$ cat config.mk
export PLATFORM = sky130hd
export DESIGN_NAME = alu_issue_stage
export DESIGN_NICKNAME = d
export VERILOG_FILES = /design/src/rtl/alu_issue_stage.sv
export SDC_FILE = /design/constraint.sdc
export NUM_CORES = 1
export LEC_CHECK = 0
export ABC_CLOCK_PERIOD_IN_PS = 3400
export CAP_MARGIN = 5
export CORE_UTILIZATION = 36
export CTS_BUF_LIST = sky130_fd_sc_hd__clkbuf_4 sky130_fd_sc_hd__clkbuf_8
export CTS_CLUSTER_DIAMETER = 200
export DETAILED_ROUTE_END_ITERATION = 6
export MAX_ROUTING_LAYER = met4
export PLACE_DENSITY = 0.75
export SLEW_MARGIN = 20
export SYNTH_ARGS = -nofsm -noshare
export SYNTH_HDL_FRONTEND = slang
export SYNTH_SLANG_ARGS = --single-unit
$ cat constraint.sdc
create_clock -name clk -period 3.4 [get_ports clk]
set_clock_uncertainty 0.05 [all_clocks]
set_input_delay 1.02 -clock clk [delete_from_list [all_inputs] [get_ports clk]]
set_output_delay 1.02 -clock clk [all_outputs]
set_load 0.01 [all_outputs]
$ cat src/rtl/alu_issue_stage.sv
// RV32I decode/issue stage: decodes one instruction into ALU control and operands
// and holds the result in a single ID/EX slot with valid/ready handshakes on both sides.
module alu_issue_stage #(
  parameter int XLEN = 32
) (
  input  logic            clk,
  input  logic            rst,
  input  logic            flush,
  input  logic            in_valid,
  output logic            in_ready,
  input  logic [31:0]     instr,
  input  logic [XLEN-1:0] pc,
  input  logic [XLEN-1:0] rs1_data,
  input  logic [XLEN-1:0] rs2_data,
  output logic            out_valid,
  input  logic            out_ready,
  output logic [3:0]      alu_control,
  output logic [XLEN-1:0] src1,
  output logic [XLEN-1:0] src2,
  output logic [4:0]      rd,
  output logic            reg_write,
  output logic            is_branch,
  output logic            illegal
);

  typedef enum logic [3:0] {
    ALU_ADD  = 4'b0000,
    ALU_SUB  = 4'b0001,
    ALU_AND  = 4'b0010,
    ALU_OR   = 4'b0011,
    ALU_XOR  = 4'b0100,
    ALU_SLL  = 4'b0101,
    ALU_SRL  = 4'b0110,
    ALU_SRA  = 4'b0111,
    ALU_SLT  = 4'b1000,
    ALU_SLTU = 4'b1001
  } alu_op_e;

  localparam logic [6:0] OPC_OP     = 7'b0110011;
  localparam logic [6:0] OPC_OP_IMM = 7'b0010011;
  localparam logic [6:0] OPC_LUI    = 7'b0110111;
  localparam logic [6:0] OPC_AUIPC  = 7'b0010111;
  localparam logic [6:0] OPC_LOAD   = 7'b0000011;
  localparam logic [6:0] OPC_STORE  = 7'b0100011;
  localparam logic [6:0] OPC_BRANCH = 7'b1100011;
  localparam logic [6:0] F7_ZERO    = 7'b0000000;
  localparam logic [6:0] F7_ALT     = 7'b0100000;

  logic [6:0]      opcode;
  logic [2:0]      funct3;
  logic [6:0]      funct7;
  logic [XLEN-1:0] imm_i, imm_s, imm_u;

  assign opcode = instr[6:0];
  assign funct3 = instr[14:12];
  assign funct7 = instr[31:25];
  assign imm_i  = {{(XLEN-12){instr[31]}}, instr[31:20]};
  assign imm_s  = {{(XLEN-12){instr[31]}}, instr[31:25], instr[11:7]};
  assign imm_u  = {instr[31:12], 12'b0};

  // Base funct3 -> ALU op mapping shared by OP and OP-IMM.
  function automatic alu_op_e funct3_op(input logic [2:0] f3);
    case (f3)
      3'b000:  return ALU_ADD;
      3'b001:  return ALU_SLL;
      3'b010:  return ALU_SLT;
      3'b011:  return ALU_SLTU;
      3'b100:  return ALU_XOR;
      3'b101:  return ALU_SRL;
      3'b110:  return ALU_OR;
      default: return ALU_AND;
    endcase
  endfunction

  alu_op_e         dec_ctrl;
  logic [XLEN-1:0] dec_src1, dec_src2;
  logic            dec_rw, dec_br, dec_ill;

  always_comb begin
    // NOTE: every decode output gets a default first so no path through the
    // case statement leaves a signal unassigned and infers a latch.
    dec_ctrl = ALU_ADD;
    dec_src1 = rs1_data;
    dec_src2 = imm_i;
    dec_rw   = 1'b1;
    dec_br   = 1'b0;
    dec_ill  = 1'b0;
    case (opcode)
      OPC_OP: begin
        dec_src2 = rs2_data;
        dec_ctrl = funct3_op(funct3);
        if (funct7 == F7_ALT && funct3 == 3'b000)      dec_ctrl = ALU_SUB;
        else if (funct7 == F7_ALT && funct3 == 3'b101) dec_ctrl = ALU_SRA;
        else if (funct7 != F7_ZERO)                    dec_ill  = 1'b1;
      end
      OPC_OP_IMM: begin
        dec_ctrl = funct3_op(funct3);
        if (funct3 == 3'b001 && funct7 != F7_ZERO) dec_ill = 1'b1;
        if (funct3 == 3'b101) begin
          if (funct7 == F7_ALT)        dec_ctrl = ALU_SRA;
          else if (funct7 != F7_ZERO)  dec_ill  = 1'b1;
        end
      end
      OPC_LUI: begin
        dec_src1 = '0;
        dec_src2 = imm_u;
      end
      OPC_AUIPC: begin
        dec_src1 = pc;
        dec_src2 = imm_u;
      end
      OPC_LOAD: ;
      OPC_STORE: begin
        dec_src2 = imm_s;
        dec_rw   = 1'b0;
      end
      OPC_BRANCH: begin
        dec_src2 = rs2_data;
        dec_rw   = 1'b0;
        dec_br   = 1'b1;
        case (funct3)
          3'b000, 3'b001: dec_ctrl = ALU_SUB;
          3'b100, 3'b101: dec_ctrl = ALU_SLT;
          3'b110, 3'b111: dec_ctrl = ALU_SLTU;
          default:        dec_ill  = 1'b1;
        endcase
      end
      default: dec_ill = 1'b1;
    endcase

    // Illegal instructions still issue, but as an inert add of zeros.
    if (dec_ill) begin
      dec_ctrl = ALU_ADD;
      dec_src1 = '0;
      dec_src2 = '0;
      dec_rw   = 1'b0;
      dec_br   = 1'b0;
    end
    if (instr[11:7] == 5'd0) dec_rw = 1'b0;
  end

  logic            valid_q;
  logic [3:0]      ctrl_q;
  logic [XLEN-1:0] src1_q, src2_q;
  logic [4:0]      rd_q;
  logic            rw_q, br_q, ill_q;
  logic            load;

  assign in_ready = !valid_q || out_ready;
  assign load     = in_valid && in_ready && !flush;

  // NOTE: state is updated with non-blocking assignments so every register
  // samples pre-edge values regardless of statement order.
  always_ff @(posedge clk) begin
    if (rst) begin
      valid_q <= 1'b0;
      ctrl_q  <= '0;
      src1_q  <= '0;
      src2_q  <= '0;
      rd_q    <= '0;
      rw_q    <= 1'b0;
      br_q    <= 1'b0;
      ill_q   <= 1'b0;
    end else begin
      if (flush)          valid_q <= 1'b0;
      else if (load)      valid_q <= 1'b1;
      else if (out_ready) valid_q <= 1'b0;

      if (load) begin
        ctrl_q <= dec_ctrl;
        src1_q <= dec_src1;
        src2_q <= dec_src2;
        rd_q   <= instr[11:7];
        rw_q   <= dec_rw;
        br_q   <= dec_br;
        ill_q  <= dec_ill;
      end
    end
  end

  assign out_valid   = valid_q;
  assign alu_control = ctrl_q;
  assign src1        = src1_q;
  assign src2        = src2_q;
  assign rd          = rd_q;
  assign reg_write   = rw_q;
  assign is_branch   = br_q;
  assign illegal     = ill_q;

endmodule
After elaboration in Yosys (flattened, before gate mapping)
Index checks and enable logic that the tools add are counted.
{ "totals": {"reg_bits": 77, "in_bits": 133, "out_inout_bits": 78, "elab_cells": 72} }
{ "op_classes": {"n_eq_ne": 15, "n_mux": 28, "n_reduce_logical": 21} }
{ "op_table": {"columns": ["cell", "count"], "rows": [
  ["32-bit case mux with 3 select lines", 1],
  ["32-bit 2-to-1 mux", 2],
  ["32-bit case mux with 2 select lines", 1],
  ["7-bit by 6-bit equality test with 1-bit output, second input constant", 4],
  ["4-bit case mux with 7 select lines", 1],
  ["4-bit case mux with 3 select lines", 2],
  ["4-bit 2-to-1 mux", 5],
  ["1-bit 2-to-1 mux", 15],
  ["7-bit by 5-bit equality test with 1-bit output, second input constant", 2],
  ["2-bit OR reduction", 7],
  ["3-bit equality test, second input constant", 4],
  ["7-bit by 2-bit equality test with 1-bit output, second input constant", 1],
  ["7-bit equality test, second input constant", 1],
  ["7-bit nonzero test", 1],
  ["3-bit by 2-bit equality test with 1-bit output, second input constant", 2],
  ["6-bit OR reduction", 1],
  ["1-bit logical AND", 5],
  ["5-bit logical NOT", 1],
  ["1-bit case mux with 4 select lines", 1],
  ["4-bit OR reduction", 1],
  ["3-bit by 1-bit equality test with 1-bit output, second input constant", 1],
  ["3-bit logical NOT", 1],
  ["1-bit logical NOT", 2],
  ["2-bit nonzero test", 1],
  ["1-bit logical OR", 1]
]} }

Longest topological paths before layout
{ "logic_depth": {"word_depth": 9, "ltp_mapped": 8, "depth_no_buf": 6} }

Worst setup path before layout
Ideal clock, no wire load.
{ "synth_path": {"kind": "input to register", "from": "input port instr[25]", "to": "register ctrl_q[3], in the netlist alu_control[3]", "setup_ns": 0.067, "arrival_time_ns": 2.602, "required_ns": 3.283, "path_slack_ns": 0.681, "stages": 7, "n_path_buf": 2, "cell_sequence": "or4_1 nor3_1 a211oi_2 or3_1 buf_6 buf_6 o21ai_2"} }
{ "synth_between": {"elab_chain_len": 8, "word_cells_on_any_way": 19, "cone_classes": "1 x eq/ne; 14 x mux; 4 x reduce/logical"} }
{ "synth_rtl": {"columns": ["item", "line_no", "source"], "rows": [
  ["start: declaration", "11", "input logic [31:0] instr,"],
  ["7-bit nonzero test", "94, 98, 101", null],
  ["1-bit logical AND", "98", "if (funct3 == 3'b001 && funct7 != F7_ZERO) dec_ill = 1'b1;"],
  ["1-bit 2-to-1 mux", "98", null],
  ["1-bit 2-to-1 mux", "101", "else if (funct7 != F7_ZERO) dec_ill = 1'b1;"],
  ["1-bit 2-to-1 mux", "100", "if (funct7 == F7_ALT) dec_ctrl = ALU_SRA;"],
  ["1-bit 2-to-1 mux", "99", "if (funct3 == 3'b101) begin"],
  ["1-bit case mux with 4 select lines", "88", "case (opcode)"],
  ["4-bit 2-to-1 mux *", "132", "if (dec_ill) begin"],
  ["end signal: assignment", "170", "ctrl_q <= dec_ctrl;"],
  ["end: declaration", "143", "logic [3:0] ctrl_q;"]
]} }
Every way passes the cells marked *; elsewhere a longest branch is shown, timed or not.
A chain may end at the register's enable or synchronous reset.

Final worst setup path
{ "layout_path": {"from": "input port out_ready", "to": "output port in_ready"} }
{ "layout_between": {"elab_chain_len": 1} }
{ "layout_rtl": {"columns": ["item", "line_no", "source"], "rows": [
  ["start: declaration", "16", "input logic out_ready,"],
  ["1-bit logical OR", "149", "assign in_ready = !valid_q || out_ready;"],
  ["end: declaration", "10", "output logic in_ready,"]
]} }
No other way between the ends.

==> qor.csv <==
metric,value,unit
Worst Tran Pin Value,667,ps
Final Hold Fails,0,
"FF+latch count, synth",77,
die height,107,µm
Mapped Nets,620,
clock sinks,77,
Vias/cell,5.28,
CP Launch Type,input pin,
crit path kind,input pin to primary output,
worst-path fanout max,2,
clock-pin slew on the worst setup and hold paths,80,ps
clock root buffer,clkbuf_8,
DRT antenna net count,0,
Routed WL,13400,µm
Mean Syn Cell Area,8.15,µm²
Die W,107,µm
register area share after synthesis,39.2,%
Final Max Slew Viols,0,
core box area,0.0105,mm²
fmax,311,MHz
LEAKAGE,2.29,nW
period utilisation layout,94.4,%
Area Growth Syn to Fin,65.4,%
Layout fillers,928,
vias in the first global route,4303,
outcome,"finished, final reports clean",
TritonCTS clock tree,yes,
RSZ-0062 raised after global routing,no,
vias,4382,
max cap viols,0,
GPL Wtd Cong,0.889,
slowest cell on the critical path,clkdlybuf4s50_1,
CP required,2330,ps
cell mode on critical path,clkdlybuf4s50_1,
VDD IR max,197,µV
CTS-repair resized insts,0,
GR Overflow Total,0,
initial core utilization,37.6,%
# port buffers,210,
CP Capture Type,primary output,
pre-CTS setup slack,-0.168,ps
slack of the critical path,189,ps
initial antenna violation count,0,
share of cells above drive strength 1,12.8,%
Global Route Usage Sum,24.0,%
r2r setup slk,1270,ps
Max H-tree Level,3,
cells after synthesis,483,
pwr dens,317,mW/mm²
first-pass GRT wire length,20900,µm
Unique masters post-synth,44,
post-route cell area,0.00651,mm²
Die ar.,0.0114,mm²
number of detailed-route iterations in the first pass,6,
layout net count,827,
"Cell Chain, Critical Path","clkdlybuf4s50_1, nor2b_1, inv_1, clkdlybuf4s50_1",
Netlist Area Pre-Place,0.00394,mm²
crit-path max cell delay,530,ps
# rows,37,
cts-stage hold buffer count,0,
final setup vio count,0,
WL/cell,16.2,µm
HP Class,register to register,
# DRC,0,
clock buffer depth,2,
Boundary Pins,211,
Tmin final,3210,ps
# diodes,0,
TritonCTS buffer count,9,
postcts setup bufs,0,
YS warnings,0,
"Arr. time, crit path",2140,ps
Skew-Pair Late Insertion Delay,330,ps
cell area after placement,0.00627,mm²
final hold slack,401,ps
setup TNS,0,ps
DRT iter0 DRCs,283,
dpl hpwl,10100,µm
relative slew slack,55.5,%
largest net degree at the start of global routing,71,
state kept, by name, summed over array words and instances (netlist names):
register	count
reg_write	1
alu_control	4
out_valid	1
src1	32
is_branch	1
rd	5
illegal	1
src2	32
critical path: cells and delay by family:
kind / cells / cell delay [ps]
AND/OR/NAND/NOR: 1 / 50
buffers and inverters: 3 / 1060
cell families after synthesis:
group           after synthesis  synth area share (%)
compound gates              140                  26.5
xor+xnor                      1                 0.223
fa+ha+maj                     4                  1.27
buf+inv                      45                  5.53
flops                        77                  39.2
simple gates                216                  27.3
per-layer routing:
metal	global-route usage [%]	wire length (µm)	vias to the layer above
li1	-	-	2144
met1	27.5	5440	1979
met2	39.7	6380	231
met3	6.25	1280	28
met4	10.1	331	0
met5	-	0	-
worst paths after layout:
kind / startpoint / end / cells past startpoint
worst max-delay path: out_ready / in_ready / 4
worst min register to register: alu_control[1]$_SDFFE_PP0P_ / alu_control[1]$_SDFFE_PP0P_ / 2
worst max register to register: out_valid$_SDFFE_PP0P_ / src1[24]$_SDFFE_PP0P_ / 8
worst min-delay path: alu_control[1]$_SDFFE_PP0P_ / alu_control[1]$_SDFFE_PP0P_ / 2
cell type report:
| class | instances | area (µm²) | area share, % |
|---|---|---|---|
| clock buffers | 9 | 124 | 1.90 |
| multi-input cells | 361 | 2200 | 33.9 |
| repair buffers | 234 | 2330 | 35.8 |
| inverters | 7 | 26.3 | 0.404 |
| flip-flops and latches | 77 | 1540 | 23.7 |
| clock inverters | 6 | 111 | 1.71 |
| well taps | 136 | 170 | 2.61 |
stage by stage:
stage                     cells  total power [mW]  util (%)
after detailed placement    815              1.26      60.0
after global placement      815              1.26      60.0
after CTS                   830              2.08      62.2
after floorplan             483              1.04         -
after global routing        830              2.16      62.2
final                       830              2.06      62.2
power breakdown:
part           internal (mW)  switching (mW)  total, mW  leakage, nW
Combinational          0.198           0.131      0.329         1.56
Clock                  0.485           0.334      0.819        0.116
Sequential             0.910         0.00499      0.915        0.621
Yosys cell counts (all sizes together):
cell type / number / area share [%]
a211oi: 1 / 0.32
and3b: 2 / 0.45
and3: 8 / 1.3
a222oi: 5 / 1.3
a22o: 21 / 4.7
dfxtp: 77 / 39
nor2b: 2 / 0.32
buf: 9 / 2.1
nor3b: 33 / 6.4
a32oi: 2 / 0.45
or4: 3 / 0.57
a21oi: 49 / 6.2
a2111oi: 1 / 0.38
inv: 7 / 0.67
nand3b: 1 / 0.19
clkbuf: 29 / 2.8
or4b: 2 / 0.60
or2: 1 / 0.16
a221oi: 5 / 1.1
nand4: 17 / 2.7
nor2: 9 / 0.86
a21boi: 2 / 0.38
and4bb: 1 / 0.32
o2111ai: 3 / 0.67
o21ai: 45 / 9.5
o31ai: 2 / 0.51
ha: 4 / 1.3
nand2: 128 / 12
nand2b: 2 / 0.32
nand3: 3 / 0.38
nor3: 3 / 0.38
o221ai: 1 / 0.22
o211ai: 2 / 0.51
or3: 1 / 0.16
o211a: 1 / 0.25
xor2: 1 / 0.22
placed cells by master, fill, tap and decap left out, types with 3 or more instances in the layout:
cell type          n
a21oi_1           49
a221oi_1           5
a222oi_1           5
a22o_1            21
and3_1             8
buf_12             4
buf_4             20
bufinv_16          3
clkbuf_8           9
clkdlybuf4s50_1  210
dfxtp_1           77
ha_1               4
inv_1              7
nand2_1          128
nand4_1           17
nor2_1             8
nor3_1             3
nor3b_1           32
o2111ai_1          3
o21ai_1            3
o21ai_2           40
or4_1              3
(Power assumes the default switching activity.)
==> RTL edit (same flow settings) <==
Reset style: asynchronous (`rst`), changed in one clocked block.
--- a/src/rtl/alu_issue_stage.sv
+++ b/src/rtl/alu_issue_stage.sv
@@ -151,7 +151,7 @@
 
   // NOTE: state is updated with non-blocking assignments so every register
   // samples pre-edge values regardless of statement order.
-  always_ff @(posedge clk) begin
+  always_ff @(posedge clk or posedge rst) begin
     if (rst) begin
       valid_q <= 1'b0;
       ctrl_q  <= '0;
Function: differs if rst is asserted again (counterexample within 4 cycles, from zero or initial values and one cycle with rst high); with rst held inactive, the same outputs for 4 cycles.
==> RTL edit against the unedited design <==
  * Cell area increased by 0.94%
  * Synthesized area grew 3.1%
  * Sequential cell count unchanged
  * Fmax down 2.0%
  * Setup slack got worse by 0.066 ns
  * Wire length shrank 3.0%
  * Total power increased by 4.1%
  * Die area increased by 3.1%
  * Utilization is 2.1 points lower
  * Largest cell class unchanged
  * Largest power group unchanged
==> RTL edit: results (changes against the unedited design) <==
- Comb power: 404 uW (was 329 uW)
- Worst slew pin tran: 0.854 ns (was 0.667 ns)
- Max Slew Vio Count: 0 (unchanged)
- Total wire length: 13000 um (was 13400 um)
- Hold Crit Class: reg -> reg (unchanged)
- Status: complete, no violations (unchanged)
- Largest net degree at the start of global routing: 76 (was 71)
- Tot GR Track Use: 23.1% (was 24.0%)
- Post-DP Area: 6350 sq um (was 6270 sq um)
- Total CTS buffers: 9 (unchanged)
- Slowest stage delay, CP: 0.48 ns (was 0.53 ns)
- Ys flop type: dfrtp_1 (was dfxtp_1)
- Drt via density: 5.26 (was 5.28)
- Placer Congestion: 0.882 (was 0.889)
- Clk_lat worst skew: 0.34 ns
- Pre-antenna DRT Iters: 4 (was 6)
- Peak VDD IR: 208 uV (was 197 uV)
- Met1 wire length: 5520 um (was 5440 um)
- Antenna fix cells: 0 (unchanged)
- Switching pwr: 526 uW (was 470 uW)
- Leakage power: 0.00272 uW (was 0.00229 uW)
- Root buf cell: clkbuf_8 (unchanged)
- M2 GR Usage: 37.7% (was 39.7%)
- Initial DRC count: 144 (was 283)
- CTS resizes: 0 (unchanged)
- Cell types with the highest counts after synthesis: nand2_1 (91), dfrtp_1 (77), a21oi_1 (45) (was nand2_1 (128), dfxtp_1 (77), a21oi_1 (49))
- Vias in the first global route: 4185 (was 4303)
- Synth cell types: 47 (was 44)
- Detailed Place HPWL: 9610 um (was 10100 um)
- Register area share after synthesis: 47.5% (was 39.2%)
- CTS max path bufs: 2 (unchanged)
- Power Clock: 779 uW (was 819 uW)
- Layout cells sized above 1: 9.55% (was 12.8%)
- WL met2: 6310 um (was 6380 um)
- Met1 usage: 28.2% (was 27.5%)
- Ys async rst share: 100% (was 0%)
- Max FO, Critical Path: 3 (was 2)
- Nets: 782 (was 827)
- GR Layer Usage met3: 3.19% (was 6.25%)
- First-pass GRT wire length: 20300 um (was 20900 um)
- Syn Nets: 581 (was 620)
- Buffers added on ports: 210 (unchanged)
- FILL cells: 944 (was 928)
- Met3 WL: 791 um (was 1280 um)
- Top area cells in the synthesized netlist: dfrtp_1 (47%), nand2_1 (8.4%), nor3b_1 (7.2%), a21oi_1 (5.5%), o21ai_0 (5.1%) (was dfxtp_1 (39%), nand2_1 (12%), o21ai_2 (8.9%), a21oi_1 (6.2%), nor3b_1 (6.1%))
==> RTL edit: cell types whose count changed in the layout (fill, tap and decap cells not counted), sizes merged, moves of 3 or more <==
cell    before  now
nand4       17    0
a221oi       5   21
dfrtp        0   77
o21ai       45   70
and3         8    2
buf         24   16
a22o        21    6
nor2b        2    5
nor3b       33   40
nand2      128   91
dfxtp       77    0
a21oi       49   45
a222oi       5    0
==> RTL edit: metrics by stage <==
stage	total power (uW)	setup WS [ns]	hold WS, ns	cells
6_report	2150	0.123	0.431	789
5_1_grt	2240	0.0733	0.450	789
4_1_cts	2170	0.123	0.435	789
3_5_place_dp	1390	0.125	0.416	773
3_3_place_gp	1380	0.147	0.410	773
2_1_floorplan	1110	0.363	0.464	443
==> RTL edit: final timing paths <==
kind | startpoint | end | slack (ns) | depth (start not counted)
max in group asynchronous | rst | alu_control[1] | 1.77 | 3
min | alu_control[2] | alu_control[2] | 0.43 | 2
min reg2reg | alu_control[2] | alu_control[2] | 0.43 | 2
min in group asynchronous | rst | src2[25] | 1.02 | 3
max | out_ready | in_ready | 0.12 | 4
max reg2reg | out_valid | src1[31] | 1.43 | 6
==> RTL edit: logic make-up after synthesis <==
| kind of cell | after synthesis | share of synthesized area (%) |
|---|---|---|
| buffers and inverters | 43 | 5.08 |
| DFF | 77 | 47.5 |
| adders and majority gates | 5 | 1.54 |
| AOI/OAI and AO/OA | 155 | 24.5 |
| xor gates and xnor gates | 1 | 0.216 |
| and+or+nand+nor | 162 | 21.2 |
==> RTL edit: cell type report <==
cell class	instances	area, sq um	share of cell area [%]
repair buffers	226	2280	34.8
multi-input cells	323	1930	29.4
flip-flops and latches	77	1930	29.3
well taps	140	175	2.67
clock buffers	11	139	2.11
clock inverters	5	85.1	1.29
inverters	7	27.5	0.419
